**config.mk**
```make
export PLATFORM = sky130hd
export DESIGN_NAME = pdl_sensor_ctrl
export DESIGN_NICKNAME = d
export VERILOG_FILES = /design/src/rtl/pdl_sensor_ctrl.sv
export SDC_FILE = /design/constraint.sdc
export NUM_CORES = 1
export LEC_CHECK = 0
export CORE_UTILIZATION = 41
export CTS_CLUSTER_SIZE = 16
export DETAILED_ROUTE_END_ITERATION = 12
export GPL_TIMING_DRIVEN = 1
export PLACE_DENSITY = 0.78
export SLEW_MARGIN = 20
export SYNTH_ARGS = -nofsm -noshare
export SYNTH_HDL_FRONTEND = slang
export SYNTH_SLANG_ARGS = --single-unit
```
**constraint.sdc**
```tcl
create_clock -name clk -period 1.9 [get_ports clk]
set_input_delay 0.285 -clock clk [delete_from_list [all_inputs] [get_ports clk]]
set_output_delay 0.285 -clock clk [all_outputs]
set_load 0.03 [all_outputs]
```
**src/rtl/pdl_sensor_ctrl.sv**
```systemverilog
// pdl_sensor_ctrl: calibration sweep and alarm filter for a bank of
// delay-line clock-glitch sensors sharing one delay tap.
//
// state      | meaning
// -----------+--------------------------------------------------------------
// IDLE       | sensors off, waiting for cal_start
// SETTLE     | tap just changed; wait SETTLE cycles, alarms ignored
// SAMPLE     | observe alarms for CAL_SAMPLES cycles at the current tap
// SETTLE_MON | final tap applied; wait SETTLE cycles, then enter MONITOR
// MONITOR    | windowed alarm filter drives alarm_irq / alarm_src
// FAIL       | calibration found no usable tap; sensors off
module pdl_sensor_ctrl #(
    parameter int N_SENS      = 4,
    parameter int TAP_W       = 4,
    parameter int SETTLE      = 8,
    parameter int CAL_SAMPLES = 16,
    parameter int MARGIN      = 2,
    parameter int WIN         = 32,
    parameter int THRESH      = 3
) (
    input  logic              clk,
    input  logic              rst,
    input  logic              cal_start,
    input  logic              irq_clr,
    input  logic [N_SENS-1:0] sens_alarm,
    output logic [N_SENS-1:0] sens_en,
    output logic [TAP_W-1:0]  tap_sel,
    output logic              busy,
    output logic              cal_done,
    output logic              cal_fail,
    output logic              alarm_irq,
    output logic [N_SENS-1:0] alarm_src
);

    localparam int TMR_MAX = (SETTLE > CAL_SAMPLES) ? SETTLE : CAL_SAMPLES;
    localparam int TMR_W   = (TMR_MAX > 1) ? $clog2(TMR_MAX) : 1;
    localparam int WIN_W   = (WIN > 1) ? $clog2(WIN) : 1;
    localparam int CNT_W   = $clog2(THRESH + 1);

    localparam logic [TMR_W-1:0] SETTLE_LD = TMR_W'(SETTLE - 1);
    localparam logic [TMR_W-1:0] SAMPLE_LD = TMR_W'(CAL_SAMPLES - 1);
    localparam logic [TAP_W-1:0] TAP_MAX   = {TAP_W{1'b1}};
    localparam logic [TAP_W-1:0] MARGIN_T  = TAP_W'(MARGIN);
    localparam logic [WIN_W-1:0] WIN_LAST  = WIN_W'(WIN - 1);
    localparam logic [CNT_W-1:0] THRESH_T  = CNT_W'(THRESH);
    localparam logic [CNT_W-1:0] THRESH_M1 = CNT_W'(THRESH - 1);

    typedef enum logic [2:0] {
        IDLE,
        SETTLE_ST,
        SAMPLE,
        SETTLE_MON,
        MONITOR,
        FAIL
    } state_t;

    state_t             state_q, state_d;
    logic [TMR_W-1:0]   tmr_q, tmr_d;
    logic [TAP_W-1:0]   tap_q, tap_d;
    logic               hit_q, hit_d;
    logic               done_q, done_d;
    logic               fail_q, fail_d;

    logic [WIN_W-1:0]   win_cnt_q, win_cnt_d;
    logic [CNT_W-1:0]   alarm_cnt_q, alarm_cnt_d;
    logic [N_SENS-1:0]  win_src_q, win_src_d;
    logic               irq_q, irq_d;
    logic [N_SENS-1:0]  src_q, src_d;

    logic               alarm_any;
    logic               hit_now;
    logic               mon;
    logic               wrap;
    logic [CNT_W-1:0]   cnt_base;
    logic [N_SENS-1:0]  src_base;
    logic               trig;

    assign alarm_any = |sens_alarm;

    // Calibration state register and its datapath (tap, phase timer, hit flag).
    always_ff @(posedge clk) begin
        if (rst) begin
            state_q <= IDLE;
            tmr_q   <= '0;
            tap_q   <= '0;
            hit_q   <= 1'b0;
            done_q  <= 1'b0;
            fail_q  <= 1'b0;
        end else begin
            state_q <= state_d;
            tmr_q   <= tmr_d;
            tap_q   <= tap_d;
            hit_q   <= hit_d;
            done_q  <= done_d;
            fail_q  <= fail_d;
        end
    end

    // Next-state logic: sweep taps upward until one trips, then back off by MARGIN.
    always_comb begin
        state_d = state_q;
        tmr_d   = tmr_q;
        tap_d   = tap_q;
        hit_d   = hit_q;
        done_d  = done_q;
        fail_d  = fail_q;
        hit_now = hit_q | alarm_any;

        if (cal_start) begin
            // Restart is allowed from any state, including mid-sweep.
            state_d = SETTLE_ST;
            tmr_d   = SETTLE_LD;
            tap_d   = '0;
            hit_d   = 1'b0;
            done_d  = 1'b0;
            fail_d  = 1'b0;
        end else begin
            unique case (state_q)
                SETTLE_ST, SETTLE_MON: begin
                    if (tmr_q == '0) begin
                        state_d = (state_q == SETTLE_MON) ? MONITOR : SAMPLE;
                        tmr_d   = (state_q == SETTLE_MON) ? '0 : SAMPLE_LD;
                        hit_d   = 1'b0;
                    end else begin
                        tmr_d = tmr_q - TMR_W'(1);
                    end
                end
                SAMPLE: begin
                    if (tmr_q == '0) begin
                        hit_d = 1'b0;
                        if (!hit_now) begin
                            if (tap_q != TAP_MAX) begin
                                tap_d   = tap_q + TAP_W'(1);
                                tmr_d   = SETTLE_LD;
                                state_d = SETTLE_ST;
                            end else begin
                                fail_d  = 1'b1;
                                state_d = FAIL;
                            end
                        end else if (tap_q <= MARGIN_T) begin
                            // First failing tap too low to leave MARGIN of headroom.
                            fail_d  = 1'b1;
                            state_d = FAIL;
                        end else begin
                            tap_d   = tap_q - MARGIN_T;
                            done_d  = 1'b1;
                            tmr_d   = SETTLE_LD;
                            state_d = SETTLE_MON;
                        end
                    end else begin
                        tmr_d = tmr_q - TMR_W'(1);
                        hit_d = hit_now;
                    end
                end
                default: ;
            endcase
        end
    end

    // Window filter: count alarm cycles per window, trigger on reaching THRESH.
    always_comb begin
        mon      = (state_q == MONITOR);
        wrap     = (win_cnt_q == WIN_LAST);
        // On the wrap cycle the window restarts, so this cycle's alarm opens the new one.
        cnt_base = wrap ? '0 : alarm_cnt_q;
        src_base = wrap ? '0 : win_src_q;
        trig     = mon && alarm_any && (cnt_base == THRESH_M1);

        win_cnt_d   = '0;
        alarm_cnt_d = '0;
        win_src_d   = '0;
        if (mon) begin
            win_cnt_d   = wrap ? '0 : win_cnt_q + WIN_W'(1);
            alarm_cnt_d = (alarm_any && cnt_base != THRESH_T) ? cnt_base + CNT_W'(1) : cnt_base;
            win_src_d   = src_base | sens_alarm;
        end

        irq_d = irq_q;
        src_d = src_q;
        if (cal_start) begin
            irq_d = 1'b0;
            src_d = '0;
        end else if (trig) begin
            // A trigger beats a simultaneous irq_clr; the clear only drops old sources.
            irq_d = 1'b1;
            src_d = (irq_clr ? '0 : src_q) | src_base | sens_alarm;
        end else if (irq_clr) begin
            irq_d = 1'b0;
            src_d = '0;
        end
    end

    // Monitor window registers and sticky interrupt flags.
    always_ff @(posedge clk) begin
        if (rst) begin
            win_cnt_q   <= '0;
            alarm_cnt_q <= '0;
            win_src_q   <= '0;
            irq_q       <= 1'b0;
            src_q       <= '0;
        end else begin
            win_cnt_q   <= win_cnt_d;
            alarm_cnt_q <= alarm_cnt_d;
            win_src_q   <= win_src_d;
            irq_q       <= irq_d;
            src_q       <= src_d;
        end
    end

    // Output decode straight from registered state.
    always_comb begin
        busy      = (state_q == SETTLE_ST) || (state_q == SAMPLE) || (state_q == SETTLE_MON);
        sens_en   = ((state_q == IDLE) || (state_q == FAIL)) ? '0 : '1;
        tap_sel   = tap_q;
        cal_done  = done_q;
        cal_fail  = fail_q;
        alarm_irq = irq_q;
        alarm_src = src_q;
    end

endmodule

```
---- Yosys cells after proc, flatten, opt, wreduce, memory -nomap -nowiden ----
Cells that the tools add are included.
storage, ports and cells
  register bits ........................... 30
  output and inout bits ................... 16
  logic and storage cells ................. 103
cells by class
  magnitude comparators ................... 1
  add/sub/neg operators ................... 5
  bitwise logic cells ..................... 6
  mux-type cells .......................... 33
  equality and inequality tests ........... 20
  reductions and logical operators ........ 25
operators by type and width
  cell                 count
  $mux 4               13
  $mux 3               7
  $ne 4x4->1 const B   3
  $or 4x4->4           3
  $reduce_and 3->1     4
  $reduce_and 4->1     3
  $ne 2x2->1 const B   5
  $ne 5x5->1 const B   2
  $mux 1               8
  $pmux 4 s2           1
  $eq 3x2->1 const B   2
  $eq 3x3->1 const B   2
  $ne 3x3->1 const B   2
  $pmux 3 s2           1
  $reduce_bool 2->1    3
  $reduce_or 2->1      3
  $add 5x1->5 const B  1
  $eq 5x5->1 const B   1
  $add 4x1->4 const B  1
  $le 4x2->1 const B   1
  $logic_not 4->1      1
  $mux 2               2
  $reduce_or 4->1      1
  $sub 4x1->4 const B  1
  other kinds (14)     19

---- Longest topological paths before layout ----
  depth after elaboration ................. 6
  gate-level depth with buffers ........... 10

---- Worst setup path after synthesis ----
Ideal clock, no wire load.
  kind .................................... flip-flop to flip-flop
  start point ............................. reg tmr_q[0]
  end point ............................... reg tap_q[2] (netlist: tap_sel[2])
  required time ........................... 1.775 ns
  library setup time ...................... 0.125 ns
  setup slack ............................. -0.023 ns
  arrival time ............................ 1.798 ns
  stages on the path, launching flop included .. 8
  path buffers ............................ 0
  cells stage by stage .................... dfxtp_1 inv_1 ha_1 or3b_2 nor3_2 nand3_1 o211ai_1 o31ai_1
on the way
  longest elaborated chain between the ends .. 2
RTL lines
  element                            RTL line  RTL
  from (decl)                        58        logic [TMR_W-1:0] tmr_q, tmr_d;
  from (signal assigned)             91        tmr_q <= tmr_d;
  $logic_not 4->1                    129       if (tmr_q == '0) begin
  $reduce_and 4->1 (no source line)  n/a
  to (signal assigned)               92        tap_q <= tap_d;
  to (decl)                          59        logic [TAP_W-1:0] tap_q, tap_d;
Every way passes these cells.
A chain may end at the register's enable or synchronous reset.

---- Final worst setup path ----
  start point ............................. reg tmr_q[1]
  end point ............................... reg tmr_q[1]
on the way
  longest elaborated chain between the ends .. 4
  elaborated cells between the ends (all ways) .. 9
  classes of those cells .................. add/sub: 1; eq/ne: 2; mux: 4; reduce/logical: 2
RTL lines
  element                                         RTL line  RTL
  $sub 4x1->4 or $logic_not 4->1 (tied branches)  n/a
  $mux 4, on equally long branches                129, 120
  $pmux 4 s2                                      118       unique case (state_q)
  $mux 3                                          109       if (cal_start) begin
Several ways; a longest one is shown, not always the timed one.

==> impl_metrics.yaml <==
placed_design:
  portBuffers: 23
  dp_hpwl_um: 2521
  gp_congestion: 0.8961
  dp_slack_ns: -0.3839
detailed_routing:
  wl_met2_um: 1764
  top_layer: "met4"
  vias_per_cell: 5.276
  wl_met3_um: 155
  wl_per_cell_um: 12.92
  drcViolationCount: 0
  wirelength_um: 3553
  met1_length_um: 1538
  drt_iter0_drc: 88
  first_pass_iters: 4
  drtAntennaViolNets: 0
  vias: 1451
worst_setup_path:
  worstPathArrival_ns: 2.04
  crit_path_end: "tmr_q[1]"
  worst_path_largest_cell_delay_ns: 0.39
  required_ns: 2.07
  timing.rr.start: "tmr_q[1]"
  ff2ff_setup_slack_ns: 0.03
  cpMaxStageDelayCell: "or3b_4"
  cp_cell_sequence: "inv_2 > ha_4 > or3b_4 > nor3_4 > a21bo_4 > a31oi_1 > a21oi_2"
  cp-start-kind: "register"
  r2r_end: "tmr_q[1]"
  critPathCaptureType: "register"
  cp_max_fo: 5
  crit_start: "tmr_q[1]"
  rr_worst_depth: 7
  crit_type: "reg -> reg"
synthesis:
  synth-adder-area-share_pct: 7.414
  synth_top_family_by_area: "simple AND/OR/NAND/NOR gates"
  synthMuxAreaShare_pct: 0.6590
  syn_avg_cell_area_um2: 8.533
  ys_seq_area_share_pct: 39.54
  synth_compound_area_share_pct: 19.85
  synth_edf_count: 0
  async_flop_share_pct: 0
  ys_ff_latch: 30
  synthSimpleGateAreaFrac_pct: 23.56
  synth_ff_type: "dfxtp_1"
  yosys_warnings: 0
  ys_types: 42
  syn_nets: 195
  synth-xor-area-share_pct: 2.883
  syn_area_um2: 1519
  synthCells: 178
grt:
  antenna_found_initial: 0
  grt_max_degree: 14
  grt_pass1_vias: 1393
  global_route.overflow_total: 0
  grt_pass1_wl_um: 6106
  globalRouteTotalUtil_pct: 19.84
floorplan:
  core_area_um2: 3442
  die_x_um: 62.87
  start_util_pct: 44.13
  ioPinCount: 24
  die_y_um: 62.87
  rows: 21
  die-area_um2: 3952
timing:
  finalHoldViolCount: 0
  slew_headroom_pct: 77.08
  rsz0062_at_grt: "true"
  finalSetupViolations: 0
  post-route-period-util_pct: 98.21
  slew_violations: 0
  max_slew.worst_pin.slew_ns: 0.3427
  max_freq_ghz: 0.5359
  fin_ws_ns: 0.03408
  tns_ns: 0
  final.min_clock_period_ns: 1.866
  clock-skew-final_ns: 0.008430
power_and_ir_drop:
  p_int_mw: 1.151
  p_per_area_nw_per_um2: 697.8
  pwr-share-comb_pct: 13.5
  switching_power_mw: 0.3497
  switching_share_pct: 23.30
  total_power_mw: 1.501
  clkPwrFrac_pct: 43.4
  seqPwrFrac_pct: 43.1
  leakagePower_nw: 0.8923
  ir_drop_mv: 0.4063
layout:
  antenna_cells: 0
  multi_input_area_um2: 883.3
  n_fill_cell: 301
  drive_gt1_share_pct: 27.95
  syn2layout_area_growth_pct: 41.60
  fin_nets: 246
  regArea_um2: 605.6
outcome:
  status: "finished clean"
clock_network:
  cts_root_buf: "clkbuf_8"
  clkTransAtPathRegs_ns: 0.07
  cts_buffers: 5
  cts_hold_buf: 0
  cts_buffer_depth: 2
  insertion_delay_ns: 0.28
  cts_tree: "done"
  htree_levels: 2
  clock-sinks: 30
job:
  drv_cap: 0
min_path:
  hp-class: "in -> reg"
  holdCritStartpoint: "sens_alarm[1]"
cell usage in the layout (no fill, tap or decap), types with 5 or more instances in the layout:
cell / netlist / final
ha_1: 9 / 6
clkbuf_8: 1 / 6
nor2_1: 26 / 24
inv_1: 12 / 9
nand2b_1: 9 / 9
dlygate4sd2_1: 0 / 6
buf_4: 3 / 26
a31oi_1: 5 / 5
o21ai_0: 6 / 5
dfxtp_1: 30 / 26
clkdlybuf4s50_1: 0 / 14
nand2_1: 8 / 8
a21oi_1: 19 / 17
repair_timing:
action	4_1_cts	5_1_grt
pin swaps	9	11
setup buffers	0	2
setup endpoints to repair	11	9
gates resized for setup	9	23
how the worst min path moves through the flow:
stage,endpoint,cells after the start
6_report,win_src_q[1],4
5_1_grt,win_src_q[1],4
4_1_cts,win_cnt_q[0],1
3_5_place_dp,win_cnt_q[0],1
3_3_place_gp,win_cnt_q[0],1
2_1_floorplan,tmr_q[0],1
metal layers:
metal,GRT usage [%],up-vias
met3,6.752,13
li1,-,721
met4,8.140,0
met1,23.31,682
met2,32.66,35
met5,0,-
power by group through the flow:
stage	Combinational, mW	Sequential, mW	Clock [mW]
floorplan	0.110	0.659	0
global placement	0.187	0.658	0
detailed placement	0.190	0.658	0
CTS	0.185	0.645	0.666
global route	0.222	0.647	0.700
finish	0.202	0.646	0.652
per-stage QoR:
| stage | cells | util, % | area [um2] | hold slack, ns |
|---|---|---|---|---|
| floorplan | 178 | - | 1525 | 0.3541 |
| global placement | 266 | 56.89 | 1958 | 0.4329 |
| detailed placement | 266 | 56.89 | 1958 | 0.4406 |
| CTS | 273 | 60.34 | 2077 | 0.4508 |
| global route | 275 | 62.49 | 2151 | 0.4074 |
| finish | 275 | 62.49 | 2151 | 0.3751 |
state kept, by name, summed over array words and instances (netlist names):
| name | flops |
|---|---|
| alarm_irq | 1 |
| cal_fail | 1 |
| tap_sel | 4 |
| alarm_cnt_q | 2 |
| win_cnt_q | 5 |
| hit_q | 1 |
| cal_done | 1 |
| alarm_src | 4 |
| win_src_q | 4 |
| state_q | 3 |
| tmr_q | 4 |
cells by family after synthesis:
kind of cell | Yosys count
XOR/XNOR | 5
AO/OA/AOI/OAI | 45
multiplexers | 1
buffers and inverters | 19
AND/OR/NAND/NOR | 69
adder cells (fa/ha/maj) | 9
flip-flops | 30
cell type report:
cell class | instances | area share, %
Clock buffer | 6 | 3.839
Clock inverter | 1 | 1.396
Inverter | 12 | 2.094
Multi-Input combinational cell | 129 | 41.07
Sequential cell | 30 | 28.16
Tap cell | 46 | 2.676
Timing Repair Buffer | 51 | 20.77
Yosys cell counts, types with 2 or more instances:
cell type  count  share of area (%)
buf_4          3                1.5
nand2b_1       9                3.7
clkbuf_1       3               0.74
o211ai_1       2               0.99
nand3_1        5                1.6
a31oi_1        5                2.1
or4_1          2               0.99
nor3_1         3               0.99
or2_2          2               0.82
inv_1         12                3.0
nand2_1        8                2.0
or3_1          2               0.82
o31ai_1        3                1.5
nor2_1        26                6.4
o21ai_0        6                2.0
a21oi_1       19                6.3
xnor2_1        4                2.3
dfxtp_1       30                 40
ha_1           9                7.4
and2_1         3                1.2
worst max-delay path: cells and delay by family (launching register included):
family / cells / cell delay, ns
simple gates: 2 / 0.68
buf+inv: 1 / 0.06
flops: 1 / 0.33
fa+ha+maj: 1 / 0.13
compound gates: 3 / 0.56
Power figures use the tool's default switching activity.
